`config.mk`:
```
export PLATFORM = sky130hd
export DESIGN_NAME = cnt_seq_ctrl_flat
export DESIGN_NICKNAME = d
export VERILOG_FILES = /design/src/rtl/cnt_seq_ctrl_if.sv /design/src/rtl/cnt_seq_ctrl.sv /design/src/flat_wrapper.sv
export SDC_FILE = /design/constraint.sdc
export NUM_CORES = 1
export LEC_CHECK = 0
export CAP_MARGIN = 30
export CELL_PAD_IN_SITES_DETAIL_PLACEMENT = 1
export CELL_PAD_IN_SITES_GLOBAL_PLACEMENT = 2
export CORE_ASPECT_RATIO = 0.8
export CORE_MARGIN = 2
export CORE_UTILIZATION = 32
export CTS_CLUSTER_SIZE = 14
export DETAILED_ROUTE_END_ITERATION = 6
export PLACE_DENSITY = 0.81
export SLEW_MARGIN = 20
export SYNTH_ARGS = -nofsm -noshare
export SYNTH_HDL_FRONTEND = slang
export SYNTH_SLANG_ARGS = --single-unit
```
`constraint.sdc`:
```
create_clock -name clk_50mhz -period 1.9 [get_ports clk_50mhz]
set_input_delay 0.285 -clock clk_50mhz [delete_from_list [all_inputs] [get_ports clk_50mhz]]
set_output_delay 0.285 -clock clk_50mhz [all_outputs]
set_load 0.01 [all_outputs]
```
`src/rtl/cnt_seq_ctrl_if.sv`:
```
// Command/status bundle for cnt_seq_ctrl: the controller side is master, the sequencer is slave.
interface cnt_seq_ctrl_if #(
  parameter int unsigned CNT_W = 2
);
  logic             start_i;
  logic             stop_i;
  logic             step_i;
  logic             clr_i;
  logic [CNT_W-1:0] limit_i;
  logic             wrap_i;
  logic [CNT_W-1:0] count_out;
  logic             tick_o;
  logic [1:0]       state_o;
  logic             busy_o;
  logic             done_o;

  modport master (
    output start_i, stop_i, step_i, clr_i, limit_i, wrap_i,
    input  count_out, tick_o, state_o, busy_o, done_o
  );

  modport slave (
    input  start_i, stop_i, step_i, clr_i, limit_i, wrap_i,
    output count_out, tick_o, state_o, busy_o, done_o
  );
endinterface

```
`src/rtl/cnt_seq_ctrl.sv`:
```
// Run/pause/step sequencer for a small up-counter, prescaled tick on the 50 MHz clock.
// Define CNT_SEQ_SYNC_EN to synchronise and edge-detect the raw command inputs.
module cnt_seq_ctrl #(
  parameter int unsigned DIV_MAX = 49999999,
  parameter int unsigned DIV_W   = 26,
  parameter int unsigned CNT_W   = 2
) (
  input  logic          clk_50mhz,
  input  logic          rst_50mhz,
  cnt_seq_ctrl_if.slave bus
);

  typedef enum logic [1:0] {
    IDLE  = 2'b00,
    RUN   = 2'b01,
    PAUSE = 2'b10,
    DONE  = 2'b11
  } state_t;

  state_t           state_q, state_d;
  logic [DIV_W-1:0] presc_q, presc_d;
  logic [CNT_W-1:0] count_q, count_d;
  logic             tick_q, tick_d;
  logic             inc;
  logic             start_c, stop_c, step_c, clr_c;
  logic             halt_at_limit;

`ifdef CNT_SEQ_SYNC_EN
  logic [3:0] cmd_raw, cmd_s1, cmd_s2, cmd_prev, cmd_pulse;

  assign cmd_raw = {bus.clr_i, bus.stop_i, bus.start_i, bus.step_i};

  // Two-flop synchroniser, then a registered rising-edge pulse: 3 cycles added latency.
  always_ff @(posedge clk_50mhz or negedge rst_50mhz) begin
    if (!rst_50mhz) begin
      cmd_s1    <= '0;
      cmd_s2    <= '0;
      cmd_prev  <= '0;
      cmd_pulse <= '0;
    end else begin
      cmd_s1    <= cmd_raw;
      cmd_s2    <= cmd_s1;
      cmd_prev  <= cmd_s2;
      cmd_pulse <= cmd_s2 & ~cmd_prev;
    end
  end

  assign {clr_c, stop_c, start_c, step_c} = cmd_pulse;
`else
  assign clr_c   = bus.clr_i;
  assign stop_c  = bus.stop_i;
  assign start_c = bus.start_i;
  assign step_c  = bus.step_i;
`endif

  assign halt_at_limit = (count_q == bus.limit_i) && !bus.wrap_i;

  always_comb begin
    state_d = state_q;
    presc_d = presc_q;
    count_d = count_q;
    tick_d  = 1'b0;
    inc     = 1'b0;

    if (clr_c) begin
      state_d = IDLE;
      presc_d = '0;
      count_d = '0;
    end else begin
      // stop outranks start and step even in states where stop itself does nothing
      unique case (state_q)
        IDLE: begin
          if (!stop_c) begin
            if (start_c) begin
              if (halt_at_limit) begin
                state_d = DONE;
              end else begin
                state_d = RUN;
                presc_d = '0;
              end
            end else if (step_c) begin
              inc = 1'b1;
            end
          end
        end
        RUN: begin
          if (stop_c) begin
            state_d = PAUSE;
          end else if (presc_q == DIV_W'(DIV_MAX)) begin
            presc_d = '0;
            inc     = 1'b1;
          end else begin
            presc_d = presc_q + DIV_W'(1);
          end
        end
        PAUSE: begin
          if (!stop_c) begin
            if (start_c) begin
              state_d = halt_at_limit ? DONE : RUN;
            end else if (step_c) begin
              inc = 1'b1;
            end
          end
        end
        DONE: begin
        end
        default: state_d = IDLE;
      endcase

      if (inc) begin
        if (count_q == bus.limit_i) begin
          if (bus.wrap_i) begin
            count_d = '0;
            tick_d  = 1'b1;
          end else begin
            state_d = DONE;
          end
        end else begin
          count_d = count_q + CNT_W'(1);
          tick_d  = 1'b1;
        end
      end
    end
  end

  always_ff @(posedge clk_50mhz or negedge rst_50mhz) begin
    if (!rst_50mhz) begin
      state_q <= IDLE;
      presc_q <= '0;
      count_q <= '0;
      tick_q  <= 1'b0;
    end else begin
      state_q <= state_d;
      presc_q <= presc_d;
      count_q <= count_d;
      tick_q  <= tick_d;
    end
  end

  assign bus.count_out = count_q;
  assign bus.tick_o    = tick_q;
  assign bus.state_o   = state_q;
  assign bus.busy_o    = (state_q == RUN);
  assign bus.done_o    = (state_q == DONE);

endmodule

```
`src/flat_wrapper.sv`:
```
// flat-port wrapper written by rule: the top's interface ports become plain ports
module cnt_seq_ctrl_flat 
#(
  parameter int unsigned DIV_MAX = 49999999,
  parameter int unsigned DIV_W   = 26,
  parameter int unsigned CNT_W   = 2
)
  (clk_50mhz, rst_50mhz, bus_start_i, bus_stop_i, bus_step_i, bus_clr_i, bus_limit_i, bus_wrap_i, bus_count_out, bus_tick_o, bus_state_o, bus_busy_o, bus_done_o);
  cnt_seq_ctrl_if #(.CNT_W(CNT_W)) bus_i ();
  input  logic clk_50mhz;
  input  logic rst_50mhz;
  input wire logic [$bits(bus_i.start_i)-1:0] bus_start_i;
  input wire logic [$bits(bus_i.stop_i)-1:0] bus_stop_i;
  input wire logic [$bits(bus_i.step_i)-1:0] bus_step_i;
  input wire logic [$bits(bus_i.clr_i)-1:0] bus_clr_i;
  input wire logic [$bits(bus_i.limit_i)-1:0] bus_limit_i;
  input wire logic [$bits(bus_i.wrap_i)-1:0] bus_wrap_i;
  output wire logic [$bits(bus_i.count_out)-1:0] bus_count_out;
  output wire logic [$bits(bus_i.tick_o)-1:0] bus_tick_o;
  output wire logic [$bits(bus_i.state_o)-1:0] bus_state_o;
  output wire logic [$bits(bus_i.busy_o)-1:0] bus_busy_o;
  output wire logic [$bits(bus_i.done_o)-1:0] bus_done_o;
  assign bus_i.start_i = bus_start_i;
  assign bus_i.stop_i = bus_stop_i;
  assign bus_i.step_i = bus_step_i;
  assign bus_i.clr_i = bus_clr_i;
  assign bus_i.limit_i = bus_limit_i;
  assign bus_i.wrap_i = bus_wrap_i;
  assign bus_count_out = bus_i.count_out;
  assign bus_tick_o = bus_i.tick_o;
  assign bus_state_o = bus_i.state_o;
  assign bus_busy_o = bus_i.busy_o;
  assign bus_done_o = bus_i.done_o;
  cnt_seq_ctrl #(.DIV_MAX(DIV_MAX), .DIV_W(DIV_W), .CNT_W(CNT_W)) u_core (.clk_50mhz(clk_50mhz), .rst_50mhz(rst_50mhz), .bus(bus_i));
endmodule
```
# Word-level counts from Yosys, hierarchy flattened
# Index checks and enable logic that the tools add are counted.
# word_totals
register_bits,31
inputBits,9
elab_cells,55
# classes
add_sub_neg,2
n_eq_ne,10
n_mux,31
n_reduce_logical,8
# op_table
op,count
2-to-1 mux 26 bit,6
case mux 26 bit (2 select lines),1
"adder 26 x 1 -> 26 bit, second input constant",1
"equality test 26 bit, second input constant",1
2-to-1 mux 2 bit,12
"inequality test 3 bit, second input constant",5
2-to-1 mux 1 bit,10
AND reduction 5 bit,1
"equality test 2 bit, second input constant",2
case mux 2 bit (2 select lines),1
nonzero test 3 bit,1
"adder 2 x 1 -> 2 bit, second input constant",1
"equality test 2 x 1 -> 1 bit, second input constant",1
equality test 2 bit,1
logical NOT 2 bit,1
case mux 1 bit (2 select lines),1
AND reduction 2 bit,1
nonzero test 2 bit,1
OR reduction 2 bit,1
logical AND 1 bit,1
logical NOT 1 bit,1

# Longest topological paths before layout
# Gate-level depths: netlist of run 1.
# depth
depth_word,10
ltp_mapped,7

# Least setup slack after synthesis of run 1
# No wires, ideal clock.
# synth_timing
kind,register -> register
startpoint,register u_core.presc_q[11]
endpoint,register u_core.presc_q[19]
setup_time_ns,0.119
arrival_time_ns,1.940
required_ns,1.781
setup_slack_ns,-0.159
stages_incl_launch_ff,7
cell_sequence,dfrtp_1 or4b_2 nor4_4 a31oi_2 nor2_4 buf_4 nor2_1
# synth_between
elab_chain_cells,5
elab_cells_between_ends,6
classes_between,1 x add/sub; 1 x eq/ne; 4 x mux
# synth_lines
item,line,text
from (decl),cnt_seq_ctrl.sv:21,"logic [DIV_W-1:0] presc_q, presc_d;"
from (signal assigned),cnt_seq_ctrl.sv:134,presc_q <= presc_d;
adder 26 x 1 -> 26 bit / equality test 26 bit (equally long branches),"cnt_seq_ctrl.sv:93, cnt_seq_ctrl.sv:89",
2-to-1 mux 26 bit *,cnt_seq_ctrl.sv:89,end else if (presc_q == DIV_W'(DIV_MAX)) begin
2-to-1 mux 26 bit *,cnt_seq_ctrl.sv:87,if (stop_c) begin
case mux 26 bit (2 select lines) *,cnt_seq_ctrl.sv:71,unique case (state_q)
2-to-1 mux 26 bit *,cnt_seq_ctrl.sv:65,if (clr_c) begin
# Mark *: on every way between the ends. The rest lies on a longest branch, timed or not. The select of a mux whose other input is x is not followed.
# A chain may end at the register's enable or synchronous reset.

# Final worst setup path of run 1
# layout_timing
startpoint,register u_core.presc_q[11]
endpoint,register u_core.presc_q[5]
# layout_between
elab_chain_cells,5
# layout_lines
item,line
equality test 26 bit,cnt_seq_ctrl.sv:89
2-to-1 mux 26 bit,cnt_seq_ctrl.sv:89
2-to-1 mux 26 bit,cnt_seq_ctrl.sv:87
case mux 26 bit (2 select lines),cnt_seq_ctrl.sv:71
2-to-1 mux 26 bit,cnt_seq_ctrl.sv:65
# No other way between the ends. The select of a mux whose other input is x is not followed.

==> results of run 1 <==
## worst min path at each step
stage	endpoint	slack, ns	cells after the start
floorplan	u_core.bus.count_out[0]	-0.01	0
global placement	u_core.presc_q[13]	0.55	1
detailed placement	u_core.presc_q[21]	0.57	2
CTS	u_core.presc_q[23]	0.42	2
global route	u_core.presc_q[23]	0.44	2
finish	u_core.presc_q[23]	0.40	2
## per-stage QoR
stage	setup slack, ns	utilization
floorplan	-0.02894	-
global placement	-0.3790	0.4572
detailed placement	-0.4361	0.4572
CTS	-0.08957	0.4829
global route	-0.1507	0.4957
finish	-0.1006	0.4957
## metal layers
| metal | part of all wire | wire, um | track usage |
|---|---|---|---|
| met1 | 0.50 | 3060 | 0.2865 |
| met2 | 0.46 | 2840 | 0.3194 |
| met3 | 0.030 | 187 | 0.04892 |
| met4 | 0.014 | 88 | 0.06633 |
| met5 | 0 | 0 | 0 |
## cells by family after synthesis
| family | share of synthesized area |
|---|---|
| AOI/OAI and AO/OA | 0.1529 |
| xor gates and xnor gates | 0.06542 |
| adders and majority gates | 0.006675 |
| buffers and inverters | 0.02537 |
| DFF | 0.4139 |
| muxes | 0.006008 |
| and+or+nand+nor | 0.3298 |
## synth_stat cells, types with 2 or more instances
| cell type | n | area (sq um) |
|---|---|---|
| nor3_1 | 2 | 10.01 |
| xnor2_1 | 11 | 96.34 |
| inv_1 | 5 | 18.77 |
| dfrtp_1 | 31 | 775.7 |
| nor4_1 | 10 | 62.56 |
| o31ai_1 | 3 | 22.52 |
| xor2_1 | 3 | 26.28 |
| nand4_1 | 8 | 50.05 |
| nor4b_1 | 2 | 17.52 |
| or3_1 | 6 | 37.54 |
| buf_2 | 2 | 10.01 |
| a21oi_1 | 8 | 40.04 |
| nor2b_1 | 4 | 25.02 |
| nand2_1 | 16 | 60.06 |
| nor2_1 | 22 | 82.58 |
| a21o_1 | 4 | 30.03 |
| and2_1 | 3 | 18.77 |
| and3_1 | 6 | 37.54 |
| and4_1 | 7 | 61.31 |
| nand2b_1 | 2 | 12.51 |
| clkbuf_1 | 3 | 11.26 |
| a22o_1 | 4 | 35.03 |
| nand3_1 | 10 | 50.05 |
| a31oi_1 | 3 | 18.77 |
| o21ai_0 | 9 | 45.04 |
## layout make-up
| cell class | count | area [sq um] |
|---|---|---|
| multi-input cells | 164 | 1179 |
| repair buffers | 71 | 599.3 |
| inverters | 5 | 18.77 |
| fillers | 663 | 2801 |
| well taps | 78 | 97.59 |
| clock buffers | 7 | 76.32 |
| flip-flops and latches | 31 | 778.2 |
| clock inverters | 1 | 5.005 |
## registers in the layout, indices dropped and copies added (netlist names)
signal and cells:
u_core.bus.tick_o 1, u_core.bus.count_out 2, u_core.bus.state_o 2, u_core.presc_q 26
## where the power goes
part | total (uW) | internal, uW | switching, uW
Sequential | 672 | 667 | 4.99
Clock | 524 | 257 | 267
Combinational | 234 | 113 | 121
Total | 1430 | 1040 | 392
## what timing repair did
action | in CTS | in global routing
buffers inserted | 1 | 1
pin swaps | 5 | 9
gates resized for setup | 14 | 13
setup endpoints to repair | 30 | 28
hold buffers | 0 | 0
==> impl_metrics.py, run 1 <==
metrics = {
    "critical_path": {
        "critical_path.slowest_cell": "or4b_4",
        "path_cells": "or4b_4 -> nor4_4 -> a31oi_4 -> a21o_1 -> a22o_1",
        "crit_path_end_kind": "register",
        "slowest_delay_ns": 0.57,
        "cp_max_fo": 5,
        "crit_path_end": "u_core.presc_q[5]",
        "worstSetupPathType": "register to register",
        "timing.rr.end": "u_core.presc_q[5]",
        "cp_data_arrival_time_ns": 2.18,
        "reg2reg_slack_ns": -0.10,
        "reg2reg_from": "u_core.presc_q[11]",
        "crit_path_start": "u_core.presc_q[11]",
        "rr_worst_depth": 5,
        "worst-path-buf-inv": 0,
        "cp-start-kind": "register",
        "crit_cells": 5,
        "cpLargestDelayFamily": "simple AND/OR/NAND/NOR gates",
        "required_ns": 2.08,
    },
    "sta": {
        "max_freq_mhz": 499.8,
        "drv_slew": 0,
        "min_period_over_period": 1.053,
        "setup_slack_ns": -0.1006,
        "setup_tns_ns": -1.426,
        "final.setup_skew_ns": 0.007855,
        "hold_slack_ns": 0.3971,
        "rsz0062_at_grt": "yes",
        "min_period_ns": 2.001,
        "tightest_slew_ns": 0.4890,
        "slew_headroom": 0.6656,
        "setup_viol": 26,
        "hold_viol": 0,
    },
    "floorplan": {
        "die_h_um": 72.45,
        "initial_utilization": 0.3374,
        "dieArea_sq_mm": 0.006489,
        "die_w_um": 89.57,
        "pin_count": 16,
        "rows": 24,
        "coreArea_sq_mm": 0.005555,
    },
    "routing": {
        "drt_wl_total_um": 6176,
        "dr.pass1.iters": 4,
        "ant_nets": 0,
        "drc": 0,
        "viasPerCell": 5.347,
        "vias": 1909,
        "wire_per_inst_um": 17.30,
        "drt_iter0_drc": 67,
    },
    "synth": {
        "synth_fp_nets": 216,
        "synth-seq-cells": 31,
        "synth_area_sq_mm": 0.001874,
        "synth_top_flop_cell": "dfrtp_1",
        "yosysUniqueCellTypes": 47,
        "postSynthCellCount": 206,
        "yosysWarnings": 0,
        "yosysSeqAreaShare": 0.4139,
        "async_reset_ff_frac": 1.000,
        "synth_edf_count": 0,
        "avgSynthCellArea_sq_um": 9.099,
    },
    "clock_network": {
        "insertion_delay_ns": 0.29,
        "htreeDepth": 2,
        "numCtsBuffers": 5,
        "cts_num_sinks": 31,
        "cts_tree": "done",
        "cts_root_buf": "clkbuf_8",
        "clkTransAtPathRegs_ns": 0.07,
        "clockBufferDepth": 2,
    },
    "power_and_ir_drop": {
        "p_leak_uw": 0.001164,
        "power.density_mw_per_mm2": 518.8,
        "vdd_ir_drop_max_mv": 0.2220,
        "p_total_uw": 1429,
    },
    "grt": {
        "grt_overflow": 0,
        "grt_pass1_vias": 2012,
        "antenna_found_initial": 0,
        "track_usage": 0.2074,
        "grt_max_degree": 32,
        "grt_pass1_wl_um": 10030,
    },
    "finish": {
        "syn2layout_area_growth_pct": 46.93,
        "n_antenna_cell": 0,
        "final_common_cell": "buf_4",
        "final_cell_mix": "51 x buf_4, 29 x dfrtp_1, 17 x nor2_1",
        "fin_area_sq_mm": 0.002754,
        "fin_cells": 357,
        "fin_nets": 288,
        "drive_above_1_share": 0.3297,
    },
    "outcome": {
        "status": "finished with violations",
        "violations": "negative setup slack",
    },
    "placement": {
        "placed_cell_area_sq_mm": 0.002540,
        "dp.final_hpwl_um": 4681,
        "gp_congestion": 0.8635,
        "placed_cells": 347,
        "portBuffers": 15,
    },
    "flow_run": {
        "max_cap_viol_count": 0,
    },
    "hold_path": {
        "min_path_type": "input pin to async pin",
    },
}
(Power assumes the default switching activity.)
==> inputs of run 2 (changes only) <==
RECOVER_POWER = 100   (was not set)
==> run 2 against run 1 <==
The flow still finishes with violations (negative setup slack). Setup slack barely moved. Global-route usage unchanged. Clock skew fell by 0.00054 ns. Non-clock buffer count unchanged. Critical path depth stayed put. Via count is 0.26% higher. Final area is 0.73% lower. Critical path type unchanged. Critical endpoint unchanged.
==> impl_metrics.py, run 2 (synthesis gave the netlist of run 1 again) <==
metrics = {
    "critical_path": {
        "cp-start-kind": "register",
        "path_cells": "or4b_4 -> nor4_4 -> a31oi_4 -> a21o_1 -> a22o_1",
        "crit_path_end_kind": "register",
        "cp_max_fo": 5,
        "crit_path_start": "u_core.presc_q[11]",
        "rr_worst_depth": 5,
        "critical_path.slowest_cell": "or4b_4",
        "slowest_delay_ns": 0.57,
        "worstSetupPathType": "register to register",
        "crit_path_end": "u_core.presc_q[5]",
        "timing.rr.end": "u_core.presc_q[5]",
        "cp_data_arrival_time_ns": 2.18,
        "required_ns": 2.08,
        "reg2reg_slack_ns": -0.10,
        "reg2reg_from": "u_core.presc_q[11]",
    },
    "placement": {
        "portBuffers": 15,
        "gp_congestion": 0.8635,
        "placed_cell_area_sq_mm": 0.002540,
        "dp.final_hpwl_um": 4681,
    },
    "routing": {
        "drt_iter0_drc": 71,
        "wire_per_inst_um": 17.32,
        "ant_nets": 0,
        "dr.pass1.iters": 4,
        "viasPerCell": 5.361,
        "drt_wl_total_um": 6183,
        "drc": 0,
        "vias": 1914,
    },
    "finish": {
        "final_cell_mix": "50 x buf_4, 29 x dfrtp_1, 17 x nor2_1",
        "largest_reg_flops": 26,
        "final_common_cell": "buf_4",
        "regMostFlops": "u_core.presc_q",
        "drive_above_1_share": 0.3262,
        "fin_nets": 288,
        "n_antenna_cell": 0,
        "syn2layout_area_growth_pct": 45.86,
        "fin_area_sq_mm": 0.002734,
    },
    "floorplan": {
        "pin_count": 16,
        "die_h_um": 72.45,
        "dieArea_sq_mm": 0.006489,
        "rows": 24,
        "initial_utilization": 0.3374,
        "coreArea_sq_mm": 0.005555,
        "die_w_um": 89.57,
    },
    "power_and_ir_drop": {
        "clkPwrFrac": 0.369,
        "seq_power_share": 0.474,
        "p_leak_uw": 0.001177,
        "vdd_ir_drop_max_mv": 0.2192,
        "p_comb_frac": 0.157,
        "power.density_mw_per_mm2": 518.2,
        "switchingPower_uw": 389.9,
        "swShare": 0.2752,
        "internal-power_uw": 1027,
    },
    "sta": {
        "drv_slew": 0,
        "min_period_over_period": 1.053,
        "rsz0062_at_grt": "yes",
        "max_freq_mhz": 499.8,
        "slew_headroom": 0.4537,
        "tightest_slew_ns": 0.8195,
        "setup_slack_ns": -0.1010,
        "setup_tns_ns": -1.412,
        "hold_slack_ns": 0.5748,
        "setup_viol": 26,
        "final.setup_skew_ns": 0.007319,
        "min_period_ns": 2.001,
        "hold_viol": 0,
    },
    "clock_network": {
        "clockBufferDepth": 2,
        "cts_tree": "done",
        "numCtsBuffers": 5,
        "insertion_delay_ns": 0.29,
        "hold_buffers": 0,
        "cts_root_buf": "clkbuf_8",
        "cts_num_sinks": 31,
        "clkTransAtPathRegs_ns": 0.07,
        "htreeDepth": 2,
    },
    "outcome": {
        "violations": "negative setup slack",
        "status": "finished with violations",
    },
    "grt": {
        "antenna_found_initial": 0,
        "grt_overflow": 0,
        "grt_max_degree": 32,
        "grt_pass1_wl_um": 10030,
        "grt_pass1_vias": 2012,
        "track_usage": 0.2074,
    },
    "flow_run": {
        "max_cap_viol_count": 0,
    },
    "hold_path": {
        "min_path_type": "register to register",
    },
}
-- run 2: final cells by class --
type                    count  area [sq um]
repair buffers             71         581.8
inverters                   5         18.77
well taps                  78         97.59
multi-input cells         164          1176
clock buffers               7         76.32
fillers                   664          2821
flip-flops and latches     31         778.2
clock inverters             1         5.005
-- run 2: repair_timing --
| action | 4_1_cts | 5_1_grt |
|---|---|---|
| pin swaps | 5 | 9 |
| endpoints found under the hold margin | 0 | 0 |
| setup buffers | 1 | 1 |
| gates cloned | 0 | 0 |
| gates resized for setup | 14 | 13 |
| setup endpoints to repair | 30 | 28 |
-- run 2: critical path, delay by kind of cell, from the launching register on --
kind / cells / cell delay, ns
flip-flops: 1 / 0.38
AO/OA/AOI/OAI: 3 / 0.59
AND/OR/NAND/NOR: 2 / 0.92
-- run 2: stage by stage --
step	cells	setup WS, ns	util	power [uW]
after global placement	347	-0.3790	0.4572	894.7
after detailed placement	347	-0.4361	0.4572	900.9
after CTS	356	-0.08957	0.4829	1434
after floorplan	206	-0.02894	-	770.0
final	357	-0.1010	0.4921	1417
after global routing	357	-0.1507	0.4921	1474
-- run 2: worst min path at each step --
| stage | startpoint | end | cells past startpoint |
|---|---|---|---|
| 4_1_cts | rst_50mhz | u_core.presc_q[23] | 2 |
| 2_1_floorplan | rst_50mhz | u_core.bus.count_out[0] | 0 |
| 3_3_place_gp | u_core.presc_q[13] | u_core.presc_q[13] | 1 |
| 5_1_grt | u_core.presc_q[6] | u_core.presc_q[6] | 2 |
| 3_5_place_dp | u_core.presc_q[21] | u_core.presc_q[21] | 2 |
| 6_report | u_core.presc_q[13] | u_core.presc_q[13] | 1 |
-- run 2: per-layer routing --
| layer | global-route usage | share of wire |
|---|---|---|
| met1 | 0.2865 | 0.50 |
| met2 | 0.3194 | 0.46 |
| met3 | 0.04892 | 0.030 |
| met4 | 0.06633 | 0.014 |
| met5 | 0 | 0 |
-- run 2: power by group through the flow --
stage / Sequential, uW / Clock [uW] / Combinational (uW)
global placement: 683 / 0 / 211
detailed placement: 683 / 0 / 217
CTS: 671 / 537 / 227
finish: 672 / 523 / 222
global route: 672 / 560 / 242
floorplan: 689 / 0 / 80.7
==> inputs of run 3 (changes only) <==
--- a/config.mk
+++ b/config.mk
@@ -14,5 +14,6 @@
 export CTS_CLUSTER_SIZE = 14
 export DETAILED_ROUTE_END_ITERATION = 6
-export PLACE_DENSITY = 0.81
+export HOLD_SLACK_MARGIN = 0.06
+export PLACE_DENSITY = 0.82
 export RECOVER_POWER = 100
 export SLEW_MARGIN = 20
==> constraint.sdc (replaced) <==
create_clock -name clk_50mhz -period 1.9 [get_ports clk_50mhz]
set_input_delay 0.38 -clock clk_50mhz [delete_from_list [all_inputs] [get_ports clk_50mhz]]
set_output_delay 0.38 -clock clk_50mhz [all_outputs]
set_load 0.01 [all_outputs]
==> run 3 against run 2 <==
The run still ends with negative setup slack left. First-iteration DRC count increased by 80%. Fmax decreased by 0.95%. Non-clock buffer count decreased by 4. Die area unchanged. Clock skew decreased by 0.00071 ns. Flip-flop and latch count unchanged. Sequential share of layout area increased by 0.42 points. Final area decreased by 1.5%. Final cell count decreased by 1.7%. Register-to-register slack about the same. Routed wire length decreased by 2.1%. Largest power group unchanged.
==> impl_metrics.py, run 3 (synthesis gave the netlist of run 1 again) <==
metrics = {
    "floorplan": {
        "dieArea_sq_mm": 0.006489,
        "die_h_um": 72.45,
        "initial_utilization": 0.3374,
        "rows": 24,
        "pin_count": 16,
        "die_w_um": 89.57,
        "coreArea_sq_mm": 0.005555,
    },
    "power_and_ir_drop": {
        "switchingPower_uw": 368.2,
        "internal-power_uw": 1009,
        "vdd_ir_drop_max_mv": 0.2486,
        "seq_power_share": 0.488,
        "p_leak_uw": 0.001181,
        "power.density_mw_per_mm2": 511.3,
        "p_comb_frac": 0.159,
        "swShare": 0.2674,
        "clkPwrFrac": 0.354,
    },
    "critical_path": {
        "reg2reg_from": "u_core.presc_q[10]",
        "critical_path.slowest_cell": "or4_4",
        "cp-start-kind": "input pin",
        "crit_path_start": "bus_stop_i",
        "cp_data_arrival_time_ns": 2.24,
        "cp_max_fo": 6,
        "cpLargestDelayFamily": "simple AND/OR/NAND/NOR gates",
        "required_ns": 2.12,
        "reg2reg_slack_ns": -0.11,
        "crit_path_end_kind": "register",
        "worstSetupPathType": "input pin to register",
        "path_cells": "clkdlybuf4s50_1 -> o31a_1 -> or4_4 -> or3_4 -> a21oi_2",
        "worst-path-buf-inv": 1,
        "slowest_delay_ns": 0.58,
    },
    "finish": {
        "largest_reg_flops": 26,
        "final_cell_mix": "47 x buf_4, 29 x dfrtp_1, 16 x nor2_1, 16 x nand2_1, 11 x xnor2_1",
        "fin_nets": 284,
        "fin_cells": 351,
        "final_common_cell": "buf_4",
        "drive_above_1_share": 0.3223,
        "regMostFlops": "u_core.presc_q",
        "n_antenna_cell": 0,
        "syn2layout_area_growth_pct": 43.72,
        "fill_cells": 649,
        "fin_area_sq_mm": 0.002694,
        "post-route-util": 0.4849,
    },
    "clock_network": {
        "cts_num_sinks": 31,
        "numCtsBuffers": 5,
        "hold_buffers": 0,
        "clkTransAtPathRegs_ns": 0.06,
        "clockBufferDepth": 2,
        "insertion_delay_ns": 0.29,
        "htreeDepth": 2,
        "cts_root_buf": "clkbuf_8",
        "cts_tree": "done",
    },
    "hold_path": {
        "min_path_type": "register to register",
        "min_from": "u_core.presc_q[21]",
    },
    "grt": {
        "track_usage": 0.1987,
        "antenna_found_initial": 0,
        "grt_pass1_wl_um": 9653,
        "grt_pass1_vias": 1934,
        "grt_max_degree": 32,
        "grt_overflow": 0,
    },
    "sta": {
        "drv_slew": 0,
        "tightest_slew_ns": 0.8253,
        "hold_slack_ns": 0.5667,
        "min_period_ns": 2.020,
        "min_period_over_period": 1.063,
        "rsz0062_at_grt": "yes",
        "setup_slack_ns": -0.1202,
        "slew_headroom": 0.4498,
        "hold_viol": 0,
        "max_freq_mhz": 495.0,
        "final.setup_skew_ns": 0.006606,
        "setup_viol": 24,
    },
    "routing": {
        "wire_per_inst_um": 17.24,
        "dr.pass1.iters": 4,
        "drt_wl_total_um": 6051,
        "drc": 0,
        "drt_iter0_drc": 128,
        "vias": 1883,
        "viasPerCell": 5.365,
        "ant_nets": 0,
    },
    "placement": {
        "placed_cells": 343,
        "placed_cell_area_sq_mm": 0.002497,
        "place_worst_setup_slack_ns": -0.5531,
        "dp.final_hpwl_um": 4516,
        "portBuffers": 15,
        "gp_congestion": 0.8548,
    },
    "outcome": {
        "status": "finished with violations",
        "violations": "negative setup slack",
    },
    "flow_run": {
        "max_cap_viol_count": 0,
    },
}
## run 3: final timing paths
path	to	depth (start not counted)
min	u_core.presc_q[21]	2
max reg2reg	u_core.presc_q[13]	6
min in group asynchronous	u_core.presc_q[0]	2
max in group asynchronous	u_core.bus.state_o[1]	2
max	u_core.presc_q[18]	5
min reg2reg	u_core.presc_q[21]	2
## run 3: metal layers
layer  up-vias  wire [um]  GRT usage
met3         9        206    0.03868
met2        29       2618     0.2810
li1        911          -          -
met1       934       3152     0.3012
met5         -          0          0
met4         0         73    0.06468
## run 3: per-stage QoR
step	TNS (ns)	power [uW]
6_report	-1.825	1377
5_1_grt	-4.069	1443
4_1_cts	-1.954	1388
3_5_place_dp	-8.598	886.7
3_3_place_gp	-6.746	882.0
2_1_floorplan	-0.1901	770.0
## run 3: timing repair
action,4_1_cts,5_1_grt
endpoints found under the setup margin,25,28
gates resized for setup,14,14
setup buffers,2,0
pin swaps,6,8
## run 3: power by group through the flow
stage | clock network, uW | registers [uW] | logic (uW)
6_report | 487 | 672 | 218
5_1_grt | 532 | 672 | 238
2_1_floorplan | 0 | 689 | 80.7
3_3_place_gp | 0 | 684 | 198
4_1_cts | 505 | 672 | 212
3_5_place_dp | 0 | 684 | 203
## run 3: worst register-to-register path, stage by stage (launching register included)
cell	delay [ns]
dfrtp_1	0.38
or4bb_4	0.57
nor4_4	0.36
a31oi_4	0.20
buf_6	0.18
a31oi_4	0.14
a31oi_1	0.05
## run 3: cell type report
cell class | count | area, sq um | share of cell area
clock buffers | 6 | 72.57 | 0.02694
inverters | 5 | 18.77 | 0.006967
multi-input cells | 164 | 1172 | 0.4352
flip-flops and latches | 31 | 778.2 | 0.2889
well taps | 78 | 97.59 | 0.03623
repair buffers | 67 | 554.3 | 0.2058
